**src/rtl/pipeline_hazard_ctrl.sv**
```systemverilog
// Pipeline hazard controller: stall/flush/update sequencing for a 5-stage pipe.
// Optional data-wait watchdog enabled by defining PIPE_WATCHDOG_EN.
module pipeline_hazard_ctrl #(
   parameter int unsigned WD_LIMIT = 256
) (
   input  logic        CLK,
   input  logic        RST,
   input  logic        ihit,
   input  logic        dhit,
   input  logic        mem_req,
   input  logic        branch_taken,
   input  logic        load_use,
   input  logic        halt_mem,
   output logic        pc_en,
   output logic        ifid_update,
   output logic        idex_update,
   output logic        exmem_update,
   output logic        memwb_update,
   output logic        ifid_flush,
   output logic        idex_flush,
   output logic        exmem_flush,
   output logic        memwb_flush,
   output logic        halted,
   output logic        wd_timeout,
   output logic [31:0] stall_cnt
);

   typedef enum logic [1:0] {
      RUN   = 2'd0,
      DWAIT = 2'd1,
      HALT  = 2'd2
   } state_t;

   // Latch vectors are ordered [3]=IF/ID, [2]=ID/EX, [1]=EX/MEM, [0]=MEM/WB.
   typedef struct packed {
      logic       pc_en;
      logic [3:0] upd;
      logic [3:0] fl;
   } ctrl_t;

   if (WD_LIMIT < 2 || WD_LIMIT > 65535) begin : g_bad_limit
      $error("pipeline_hazard_ctrl: WD_LIMIT must be in 2..65535");
   end

   state_t      state_q, state_d;
   ctrl_t       ctrl;
   logic        data_wait;
   logic        wd_trip;
   logic        count_en;
   logic [31:0] stall_cnt_q, stall_cnt_d;

   assign data_wait = mem_req & ~dhit;

`ifdef PIPE_WATCHDOG_EN
   localparam logic [15:0] WD_LAST = 16'(WD_LIMIT - 1);

   logic [15:0] wait_cnt_q, wait_cnt_d;
   logic        wd_timeout_q, wd_timeout_d;

   assign wd_trip = (state_q == DWAIT) && data_wait && (wait_cnt_q == WD_LAST);

   // Counter is zero on the entry edge and on any edge that leaves DWAIT.
   always_comb begin
      wait_cnt_d = '0;
      if (state_q == DWAIT && state_d == DWAIT)
         wait_cnt_d = wait_cnt_q + 16'd1;
   end

   always_comb begin
      wd_timeout_d = wd_timeout_q | wd_trip;
   end

   always_ff @(posedge CLK or posedge RST) begin
      if (RST) begin
         wait_cnt_q   <= '0;
         wd_timeout_q <= 1'b0;
      end else begin
         wait_cnt_q   <= wait_cnt_d;
         wd_timeout_q <= wd_timeout_d;
      end
   end

   assign wd_timeout = wd_timeout_q;
`else
   assign wd_trip    = 1'b0;
   assign wd_timeout = 1'b0;
`endif

   always_comb begin
      ctrl    = '0;
      state_d = state_q;
      case (state_q)
         HALT: begin
            state_d = HALT;
         end
         default: begin
            state_d = RUN;
            // A taken branch with no fetch yet freezes exactly like a data wait,
            // but only a real data wait parks the FSM in DWAIT.
            if (data_wait || (branch_taken && !ihit)) begin
               ctrl.fl = 4'b0001;
               if (data_wait)
                  state_d = DWAIT;
            end else if (branch_taken) begin
               ctrl.pc_en = 1'b1;
               ctrl.fl    = 4'b1110;
               ctrl.upd   = 4'b0001;
            end else if (!ihit) begin
               ctrl.fl  = 4'b1000;
               ctrl.upd = 4'b0111;
            end else if (load_use) begin
               ctrl.fl  = 4'b0100;
               ctrl.upd = 4'b0011;
            end else begin
               ctrl.pc_en = 1'b1;
               ctrl.upd   = 4'b1111;
            end
            if ((halt_mem && ctrl.upd[0]) || wd_trip)
               state_d = HALT;
         end
      endcase
      if (RST)
         ctrl = '0;
   end

   always_comb begin
      assert ((ctrl.upd & ctrl.fl) == 4'b0000);
   end

   assign count_en = (state_q != HALT) && !ctrl.pc_en;

   always_comb begin
      stall_cnt_d = stall_cnt_q;
      if (count_en && stall_cnt_q != 32'hFFFF_FFFF)
         stall_cnt_d = stall_cnt_q + 32'd1;
   end

   always_ff @(posedge CLK or posedge RST) begin
      if (RST) begin
         state_q     <= RUN;
         stall_cnt_q <= '0;
      end else begin
         state_q     <= state_d;
         stall_cnt_q <= stall_cnt_d;
      end
   end

   assign pc_en        = ctrl.pc_en;
   assign ifid_update  = ctrl.upd[3];
   assign idex_update  = ctrl.upd[2];
   assign exmem_update = ctrl.upd[1];
   assign memwb_update = ctrl.upd[0];
   assign ifid_flush   = ctrl.fl[3];
   assign idex_flush   = ctrl.fl[2];
   assign exmem_flush  = ctrl.fl[1];
   assign memwb_flush  = ctrl.fl[0];
   assign halted       = (state_q == HALT);
   assign stall_cnt    = stall_cnt_q;

endmodule

```
**config.mk**
```make
export PLATFORM = sky130hd
export DESIGN_NAME = pipeline_hazard_ctrl
export DESIGN_NICKNAME = d
export VERILOG_FILES = /design/src/rtl/pipeline_hazard_ctrl.sv
export SDC_FILE = /design/constraint.sdc
export NUM_CORES = 1
export LEC_CHECK = 0
export BUFFER_PORTS_ARGS = -buffer_cell sky130_fd_sc_hd__buf_4
export CAP_MARGIN = 20
export CORE_UTILIZATION = 50
export DETAILED_ROUTE_END_ITERATION = 8
export PLACE_DENSITY = 0.82
export SKIP_LAST_GASP = 1
export SYNTH_ARGS = -nofsm -noshare
export SYNTH_HDL_FRONTEND = slang
export SYNTH_SLANG_ARGS = --single-unit
export TNS_END_PERCENT = 30
```
**constraint.sdc**
```tcl
create_clock -name CLK -period 3.35 [get_ports CLK]
set_input_delay 0.5025 -clock CLK [delete_from_list [all_inputs] [get_ports CLK]]
set_output_delay 0.5025 -clock CLK [all_outputs]
set_load 0.01 [all_outputs]
```
==> impl_metrics.ini <==
[clock_network]
clock_root_buffer_master = sky130_fd_sc_hd__clkbuf_4
cts.clk_slew.worst_paths_ns = 0.10
post-cts-setup-buffer-count = 0
cts-buffers-inserted = 5
postCtsHoldBufs = 0
cts-htree-levels = 2
clockBufferDepth = 2
ctsResizeCount = 0
clkSinkCount = 34
worstSkewPairLatency_ns = 0.34
tritoncts = built

[drt]
antenna_violating_nets_post_route = 0
met1Wirelength_um = 1680
wl_per_cell_um = 13.5
routed-via-count = 1435
wl_met2_um = 1720
drt_first_iter_violations = 65
routed_wirelength_um = 3650
detail_route.vias_per_cell = 5.31
post-route-drc-count = 0
topRoutingLayerUsed = met4
detailroute.wirelength.met3_um = 211
drt_pass1_iterations = 7

[yosys]
synth.ff_latch_count = 34
synth_nets = 181
synth_cell_types = 36
synth_async_sr_flop_share = 1.00
postSynthAreaPerCell_um2 = 10.4
synth_warnings = 0
ys_dominant_reg_cell = sky130_fd_sc_hd__dfrtp_1
postSynthCellCount = 172
synth-edff-count = 0
portion_of_the_post_synthesis_area_used_by_sequential_elements = 0.476
syn_area_mm2 = 0.00179

[setup_path]
r2r_slack_ns = 1.09
critPathBufInv = 0
arrival_ns = 2.49
crit_start = stall_cnt[9]
path_depth = 5
critical_r2r_launch = stall_cnt[9]
cp_max_fo = 17
cp-start-kind = flip-flop
critical_path_required_time_ns = 3.57
worstReg2RegEnd = stall_cnt[23]
cell_with_the_largest_stage_delay_on_the_worst_path = sky130_fd_sc_hd__a41o_1
worst_r2r_path_depth = 5
crit_end = stall_cnt[23]
worst_path_dominant_cell_family = simple AND/OR/NAND/NOR gates
crit_chain = nand4_1 > nor3_4 > a41o_1 > nor3_1 > xor2_1
worst_path_largest_cell_delay_ns = 0.71
type_of_the_worst_setup_path = reg -> reg
setup.worst_path.end_class = flip-flop

[timing]
final-max-slew-violation-count = 0
setup_viol = 0
finalHoldViolations = 0
finalWorstPathRequiredPeriod_ns = 2.26
finClkSkew_ns = 0.00983
timing.setup.tns_ns = 0
timing.fmax_mhz = 442
rsz0062_at_grt = no
timing.final.crit_share = 0.675
timing.slew.headroom = 0.520
worst-slew-pin-transition_ns = 0.721
setup_slack_ns = 1.09

[global_routing]
grt_pass1_wl_um = 5710
grt_max_degree = 35
antenna_violations_before_repair = 0
global_route.usage.total = 0.209
grt_overflow = 0
grt_pass1_vias = 1243

[status]
run_status = complete, no violations

[final_layout]
antenna_diodes = 0
post_route_cells_drive_above_1_share = 0.308
syn_to_final_growth_pct = 26.3
num-fill-cells = 276
nets = 233

[floorplanning]
die_area_mm2 = 0.00382
starting_density_of_the_core = 0.527
design.portCount = 51
core_area_mm2 = 0.00339
dieHeight_um = 61.8
floorplan.rows = 21
die_w_um = 61.8

[pwr]
max-vdd-ir-drop_mv = 0.403
leakage_nw = 0.971
power_density_mw_per_mm2 = 464

[flow_run]
drv_cap = 0

[hold_path]
hold_class = in -> async

[placed_design]
hpwlAfterDp_um = 2650
gp_congestion = 0.801
pre_cts_ws_ns = 1.11
io_buffers = 49
-- final cells by class --
class | count | area, um^2 | share of cell area
clock buffers | 6 | 51.3 | 0.0227
clock inverters | 1 | 30.0 | 0.0133
inverters | 6 | 22.5 | 0.00998
multi-input cells | 127 | 868 | 0.385
flip-flops and latches | 34 | 851 | 0.377
well taps | 46 | 57.6 | 0.0255
repair buffers | 50 | 375 | 0.166
-- registers in the layout, summed over array words and instances (netlist names) --
signal,flops
state_q,2
stall_cnt,32
-- layer usage --
layer  global-route usage  vias up
met5                    0        -
met4               0.0794        0
met3               0.0559        6
met2                0.343       42
met1                0.267      681
li1                     -      706
-- metrics by stage --
step | hold slack [ns] | std cells | area [um^2] | total power [mW] | util
2_1_floorplan | 0.515 | 172 | 1790 | 0.650 | -
3_3_place_gp | 0.481 | 263 | 2170 | 0.744 | 0.642
3_5_place_dp | 0.490 | 263 | 2170 | 0.749 | 0.642
4_1_cts | 0.307 | 270 | 2260 | 1.06 | 0.666
5_1_grt | 0.350 | 270 | 2260 | 1.11 | 0.666
6_report | 0.303 | 270 | 2260 | 1.05 | 0.666
-- cell usage in the layout, fill, tap and decap left out, types with 6 or more instances in the layout --
cell	n
sky130_fd_sc_hd__buf_4	50
sky130_fd_sc_hd__dfrtp_1	34
sky130_fd_sc_hd__nand2_1	16
sky130_fd_sc_hd__xnor2_1	16
sky130_fd_sc_hd__xor2_1	15
sky130_fd_sc_hd__nor2_1	13
sky130_fd_sc_hd__nand4_1	12
sky130_fd_sc_hd__nand3_1	11
sky130_fd_sc_hd__and3_1	7
sky130_fd_sc_hd__inv_1	6
-- how the worst min path moves through the flow --
stage | start | end | slack, ns | cells after the start
2_1_floorplan | stall_cnt[31] | stall_cnt[31] | 0.51 | 1
3_3_place_gp | stall_cnt[7] | stall_cnt[7] | 0.48 | 1
3_5_place_dp | stall_cnt[21] | stall_cnt[21] | 0.49 | 1
4_1_cts | RST | stall_cnt[24] | 0.31 | 3
5_1_grt | RST | stall_cnt[19] | 0.35 | 3
6_report | RST | stall_cnt[13] | 0.30 | 3
-- power breakdown --
group | leakage (nW) | internal [mW] | switching (mW)
clock network | 0.0443 | 0.174 | 0.134
registers | 0.401 | 0.453 | 0.0575
logic | 0.526 | 0.112 | 0.118
total | 0.971 | 0.738 | 0.309
-- cells in the mapped netlist, types with 2 or more instances --
| master | number | area share |
|---|---|---|
| sky130_fd_sc_hd__a21oi_1 | 2 | 0.0056 |
| sky130_fd_sc_hd__a41o_1 | 2 | 0.011 |
| sky130_fd_sc_hd__and3_1 | 7 | 0.025 |
| sky130_fd_sc_hd__and4_1 | 2 | 0.0098 |
| sky130_fd_sc_hd__buf_6 | 3 | 0.019 |
| sky130_fd_sc_hd__dfrtp_1 | 34 | 0.48 |
| sky130_fd_sc_hd__inv_1 | 6 | 0.013 |
| sky130_fd_sc_hd__nand2_1 | 16 | 0.034 |
| sky130_fd_sc_hd__nand2b_1 | 2 | 0.0070 |
| sky130_fd_sc_hd__nand3_1 | 11 | 0.031 |
| sky130_fd_sc_hd__nand4_1 | 12 | 0.042 |
| sky130_fd_sc_hd__nor2_1 | 13 | 0.027 |
| sky130_fd_sc_hd__nor3_1 | 4 | 0.011 |
| sky130_fd_sc_hd__nor3_2 | 4 | 0.022 |
| sky130_fd_sc_hd__nor4_1 | 3 | 0.011 |
| sky130_fd_sc_hd__nor4b_2 | 2 | 0.017 |
| sky130_fd_sc_hd__xnor2_1 | 16 | 0.078 |
| sky130_fd_sc_hd__xor2_1 | 15 | 0.074 |
-- cells by family (layout without fill, tap and decap cells) --
kind of cell	after synthesis	in the layout	synth area share
compound gates	9	9	0.0413
xor+xnor	31	31	0.152
fa+ha+maj	1	1	0.00700
buf+inv	11	63	0.0378
flops	34	34	0.476
other cells	1	1	0.00210
simple gates	85	85	0.284
-- worst register-to-register path: stages, from the launching register on --
cell                      delay (ns)
sky130_fd_sc_hd__dfrtp_1        0.47
sky130_fd_sc_hd__nand4_1        0.24
sky130_fd_sc_hd__nor3_4         0.39
sky130_fd_sc_hd__a41o_1         0.71
sky130_fd_sc_hd__nor3_1         0.16
sky130_fd_sc_hd__xor2_1         0.18
No activity file was read; power rests on OpenSTA's default activity.
